$ cat src/rtl/func_mem_arbiter_if.sv
// Bus bundle for func_mem_arbiter: the requester-facing Avalon-MM read ports
// (m_*) and the single downstream read master port (s_*).
// The arbiter masters the downstream port and takes the 'master' modport;
// the environment (requesters + interconnect) takes 'slave'.
interface func_mem_arbiter_if #(
    parameter int NREQ = 2
);
    logic [32*NREQ-1:0] m_address;
    logic [NREQ-1:0]    m_read;
    logic [15:0]        m_readdata;
    logic [NREQ-1:0]    m_waitrequest;
    logic [31:0]        s_address;
    logic               s_read;
    logic [15:0]        s_readdata;
    logic               s_waitrequest;

    modport master (
        input  m_address,
        input  m_read,
        input  s_readdata,
        input  s_waitrequest,
        output m_readdata,
        output m_waitrequest,
        output s_address,
        output s_read
    );

    modport slave (
        output m_address,
        output m_read,
        output s_readdata,
        output s_waitrequest,
        input  m_readdata,
        input  m_waitrequest,
        input  s_address,
        input  s_read
    );
endinterface

$ cat src/rtl/func_mem_arbiter.sv
// Round-robin read arbiter: shares one 16-bit Avalon-MM read master between
// NREQ func accelerator memory masters. A grant is held for up to HOLD
// completed reads so multi-word bursts stay together; arbitration costs one
// IDLE cycle between grants.
module func_mem_arbiter #(
    parameter int NREQ = 2,
    parameter int HOLD = 2
) (
    input  logic                clk,
    input  logic                reset,
    func_mem_arbiter_if.master  bus
);
    localparam int            GW     = (NREQ > 1) ? $clog2(NREQ) : 1;
    localparam logic [3:0]    HOLD_C = 4'(HOLD);
    localparam logic [GW-1:0] LAST_R = GW'(NREQ - 1);

    typedef enum logic {
        IDLE,
        GRANT
    } state_t;

    state_t        r_state;
    state_t        w_state_nxt;
    logic [GW-1:0] r_grant;
    logic [GW-1:0] w_grant_nxt;
    logic [GW-1:0] r_last;
    logic [GW-1:0] w_last_nxt;
    logic [3:0]    r_cnt;
    logic [3:0]    w_cnt_nxt;

    logic [GW-1:0] w_pick;
    logic          w_found;
    int unsigned   w_idx;
    logic [31:0]   w_gaddr;
    logic          w_gread;
    logic          w_done;

    // Rotating-priority pick: first asserted m_read scanning last+1, last+2, ...
    always_comb begin
        w_pick  = '0;
        w_found = 1'b0;
        w_idx   = 0;
        for (int unsigned k = 1; k <= NREQ; k++) begin
            w_idx = (32'(r_last) + k) % NREQ;
            if (!w_found && bus.m_read[w_idx[GW-1:0]]) begin
                w_pick  = w_idx[GW-1:0];
                w_found = 1'b1;
            end
        end
    end

    // Select the granted requester's address and read strobe
    always_comb begin
        w_gaddr = '0;
        w_gread = 1'b0;
        for (int unsigned i = 0; i < NREQ; i++) begin
            if (r_grant == GW'(i)) begin
                w_gaddr = bus.m_address[32*i +: 32];
                w_gread = bus.m_read[i];
            end
        end
    end

    assign w_done = w_gread & ~bus.s_waitrequest;

    // Readdata is broadcast; only the granted requester samples it
    assign bus.m_readdata = bus.s_readdata;

    // Bus-side outputs: pass-through of the granted requester while in GRANT
    always_comb begin
        bus.s_address     = '0;
        bus.s_read        = 1'b0;
        bus.m_waitrequest = '1;
        if (r_state == GRANT) begin
            bus.s_address              = w_gaddr;
            bus.s_read                 = w_gread;
            bus.m_waitrequest[r_grant] = bus.s_waitrequest;
        end
    end

    // Next-state logic: arbitrate in IDLE, count completions in GRANT
    always_comb begin
        w_state_nxt = r_state;
        w_grant_nxt = r_grant;
        w_last_nxt  = r_last;
        w_cnt_nxt   = r_cnt;
        unique case (r_state)
            IDLE: begin
                if (w_found) begin
                    w_grant_nxt = w_pick;
                    w_cnt_nxt   = '0;
                    w_state_nxt = GRANT;
                end
            end
            GRANT: begin
                if (!w_gread) begin
                    // Requester finished or dropped a pending read: release
                    w_last_nxt  = r_grant;
                    w_state_nxt = IDLE;
                end else if (w_done) begin
                    w_cnt_nxt = r_cnt + 4'd1;
                    if (r_cnt + 4'd1 == HOLD_C) begin
                        w_last_nxt  = r_grant;
                        w_state_nxt = IDLE;
                    end
                end
            end
            default: w_state_nxt = IDLE;
        endcase
    end

    // State registers with asynchronous reset; last starts at NREQ-1 so
    // requester 0 wins the first arbitration
    always_ff @(posedge clk or posedge reset) begin
        if (reset) begin
            r_state <= IDLE;
            r_grant <= '0;
            r_last  <= LAST_R;
            r_cnt   <= '0;
        end else begin
            r_state <= w_state_nxt;
            r_grant <= w_grant_nxt;
            r_last  <= w_last_nxt;
            r_cnt   <= w_cnt_nxt;
        end
    end

    // At most one requester may ever see waitrequest low
    a_one_wait_low: assert property (@(posedge clk) disable iff (reset)
        $countones(~bus.m_waitrequest) <= 1);

    // Downstream read only ever issued from GRANT
    a_read_in_grant: assert property (@(posedge clk) disable iff (reset)
        bus.s_read |-> (r_state == GRANT));

    // Completion count never reaches past HOLD
    a_cnt_bound: assert property (@(posedge clk) disable iff (reset)
        r_cnt <= HOLD_C);
endmodule
$ cat src/flat_wrapper.sv
// flat-port wrapper written by rule: the top's interface ports become plain ports
module func_mem_arbiter_flat 
#(
    parameter int NREQ = 2,
    parameter int HOLD = 2
)
  (clk, reset, bus_m_address, bus_m_read, bus_s_readdata, bus_s_waitrequest, bus_m_readdata, bus_m_waitrequest, bus_s_address, bus_s_read);
  func_mem_arbiter_if #(.NREQ(NREQ)) bus_i ();
  input  logic clk;
  input  logic reset;
  input wire logic [$bits(bus_i.m_address)-1:0] bus_m_address;
  input wire logic [$bits(bus_i.m_read)-1:0] bus_m_read;
  input wire logic [$bits(bus_i.s_readdata)-1:0] bus_s_readdata;
  input wire logic [$bits(bus_i.s_waitrequest)-1:0] bus_s_waitrequest;
  output wire logic [$bits(bus_i.m_readdata)-1:0] bus_m_readdata;
  output wire logic [$bits(bus_i.m_waitrequest)-1:0] bus_m_waitrequest;
  output wire logic [$bits(bus_i.s_address)-1:0] bus_s_address;
  output wire logic [$bits(bus_i.s_read)-1:0] bus_s_read;
  assign bus_i.m_address = bus_m_address;
  assign bus_i.m_read = bus_m_read;
  assign bus_i.s_readdata = bus_s_readdata;
  assign bus_i.s_waitrequest = bus_s_waitrequest;
  assign bus_m_readdata = bus_i.m_readdata;
  assign bus_m_waitrequest = bus_i.m_waitrequest;
  assign bus_s_address = bus_i.s_address;
  assign bus_s_read = bus_i.s_read;
  func_mem_arbiter #(.NREQ(NREQ), .HOLD(HOLD)) u_core (.clk(clk), .reset(reset), .bus(bus_i));
endmodule
$ cat config.mk
export PLATFORM = sky130hd
export DESIGN_NAME = func_mem_arbiter_flat
export DESIGN_NICKNAME = d
export VERILOG_FILES = /design/src/rtl/func_mem_arbiter_if.sv /design/src/rtl/func_mem_arbiter.sv /design/src/flat_wrapper.sv
export SDC_FILE = /design/constraint.sdc
export NUM_CORES = 1
export LEC_CHECK = 0
export CORE_AREA = 2 2 67 69
export CTS_CLUSTER_SIZE = 12
export DETAILED_ROUTE_END_ITERATION = 10
export DIE_AREA = 0 0 69 71
export GPL_TIMING_DRIVEN = 0
export PLACE_DENSITY = 0.92
export SLEW_MARGIN = 20
export SYNTH_ARGS = -nofsm -noshare
export SYNTH_HDL_FRONTEND = slang
export SYNTH_SLANG_ARGS = --single-unit
$ cat constraint.sdc
create_clock -name clk -period 2 [get_ports clk]
set_clock_uncertainty 0.1 [all_clocks]
set_input_delay 0.4 -clock clk [delete_from_list [all_inputs] [get_ports clk]]
set_output_delay 0.4 -clock clk [all_outputs]
set_load 0.02 [all_outputs]
==> run metrics <==
CTS tree=built; WS Path Type=in -> out; Synthesis Warnings=0; Worst-Skew Late Latency=0.22 ns; global router's overall resource usage=0.157; combinational fraction of design power=0.810; CTS Sinks=7; syn nets=221; worst hold path type=in -> async; critical-path maximum fanout=4; Int Pwr=0.00129 W; peak supply drop=0.518 mV; Final min period=1.95 ns; GRT Residual Overflow=0; Initial Util=0.253; final setup vio count=0; Top FF cell, synth=dfrtp_1; core area=4200 um2; slew margin rel.=0.766; Critical Path AT=1.45 ns; CP Capture Type=primary output; Ports=136; Final HPWL DP=3.38 mm; initial antenna violation count=0; number of synthesized flops with an enable pin=0; Cells after Synth=134; status=completed; Final WS setup=0.0516 ns; Slew @ Worst Pin=0.349 ns; Hold WS=0.305 ns; most common cell after layout, fill and taps aside=clkdlybuf4s50_1; Clock transition at path regs=0.04 ns; Psw=0.00123 W; drt first pass iters=4; most frequent cells in the layout=83 x clkdlybuf4s50_1, 34 x nor2_1, 33 x mux2i_1; DIE WIDTH=69 um; RSZ-0062 raised after global routing=true; Placed Cells=305; clock root cell=clkbuf_8; Final Instance Count excl. Fillers=316; Routed WL per cell=12.8 um; clk buf depth=2; Vias/cell=4.59; NumNets Final=352; Seq pwr share=0.113; Port Buf Inserts=119; max_cap viols=0; Clock power frac=0.077; Die ar.=4900 um2; cells on worst reg2reg path=5; CP required=1.50 ns; post-synth cell types=33; register area share after synthesis=0.166; row count=24; Fin Setup TNS=0 ns; final hold violation count=0; DRC=0; Syn Area/Cell=7.94 um2; worst r2r dst=u_core.r_cnt[2]; fin crit share=0.974; post-synthesis register bit count=7; GPL Wtd Cong=0.767; cts bufs inserted=3; R2R setup slack=0.31 ns; global-route wire length before repair=6.51 mm; Critical Path End=bus_s_read; # hold bufs at CTS=0; FF-to-FF Start=u_core.r_grant; number of global-route vias before repair=1526; via count=1449; post-route cell area=2340 um2; Static Leakage=1.15 nW; Post-DP Area=2320 um2; Area Overhead vs Synth=120%; FFs w/ async S/R, synth=1.00; Setup WS pre-CTS=-0.391 ns; Iteration-0 DRC Markers=28; Fmax=0.513 GHz; mapped cell area=1060 um2; Max Slew Vio Count=0; Pwr per Cell Area=1080 nW/um2; pin count of the biggest net entering global routing=11; Die Ht=71 um; number of routed nets with antenna violations=0; ratio of cells with drive above 1 in the final layout=0.254; Startpoint Class=input pin; # H-tree levels=1; antenna cells=0; Total Routed Length=4.06 mm; Critical path origin=bus_m_read[1]; switching share of total power=0.489
final cells by class:
type                       count  area, um2
tap                           52       65.1
inverter                       4       17.5
multi-input combinational     99        728
buffer                        23        180
clock buffer                   4       45.0
sequential                     7        178
fill                         396       1870
timing repair buffer         127       1120
repair_timing:
item,4_1_cts,5_1_grt
cloned,1,0
endpoints found under the setup margin,35,20
buffers inserted,6,1
resized for setup,109,23
synthesized netlist by cell type, types with 2 or more instances:
cell type  number  share of area
buf_2           2         0.0094
clkbuf_1        3          0.011
nor2_1         34           0.12
nand2_1         3          0.011
buf_4          19           0.13
inv_1           3          0.011
dfrtp_1         6           0.14
nand2b_1        2          0.012
a221o_1         2          0.019
o31ai_1         2          0.014
mux2i_1        34           0.32
ha_1            2          0.024
a21oi_1         2         0.0094
per-layer routing:
metal	up-vias	global-route usage	part of all wire
li1	706	-	-
met1	660	0.162	0.33
met2	75	0.314	0.58
met3	8	0.0242	0.071
met4	0	0.0632	0.020
met5	-	0	0
stage by stage:
step | utilization | total power, W
2_1_floorplan | - | 0.00149
3_3_place_gp | 0.552 | 0.00236
3_5_place_dp | 0.552 | 0.00240
4_1_cts | 0.563 | 0.00255
5_1_grt | 0.556 | 0.00271
6_report | 0.556 | 0.00252
flip-flops by register name, summed over array words and instances (netlist names):
register and flops:
u_core.r_state 1, u_core.r_grant 1, u_core.r_last 1, u_core.r_cnt 4
cells by family (layout without fill, tap and decap cells):
logic type / count (synthesis) / count (layout) / synth area share
simple gates: 48 / 48 / 0.199
flops: 7 / 7 / 0.166
compound gates: 12 / 12 / 0.0918
xor+xnor: 1 / 1 / 0.00824
buf+inv: 28 / 158 / 0.168
fa+ha+maj: 2 / 2 / 0.0235
mux: 36 / 36 / 0.344
worst max-delay path: stages:
cell and delay [ns]:
clkdlybuf4s50_1 0.58, mux2i_4 0.11, nor2_1 0.09, clkdlybuf4s15_2 0.27
power groups by stage:
stage               clock network, W  logic, W  registers, W
global route                0.000214   0.00219      0.000297
detailed placement                 0   0.00213      0.000270
floorplan                          0   0.00124      0.000254
CTS                         0.000196   0.00207      0.000278
finish                      0.000193   0.00204      0.000284
global placement                   0   0.00209      0.000265
how the worst min path moves through the flow:
stage	from	to	depth (start not counted)
after floorplan	reset	u_core.r_cnt[0]	1
after detailed placement	u_core.r_cnt[3]	u_core.r_cnt[3]	1
after CTS	reset	u_core.r_cnt[1]	2
after global placement	u_core.r_last	u_core.r_last	2
after global routing	reset	u_core.r_cnt[0]	2
final	reset	u_core.r_cnt[2]	2
Note: power is estimated with default switching activity, not from simulation.
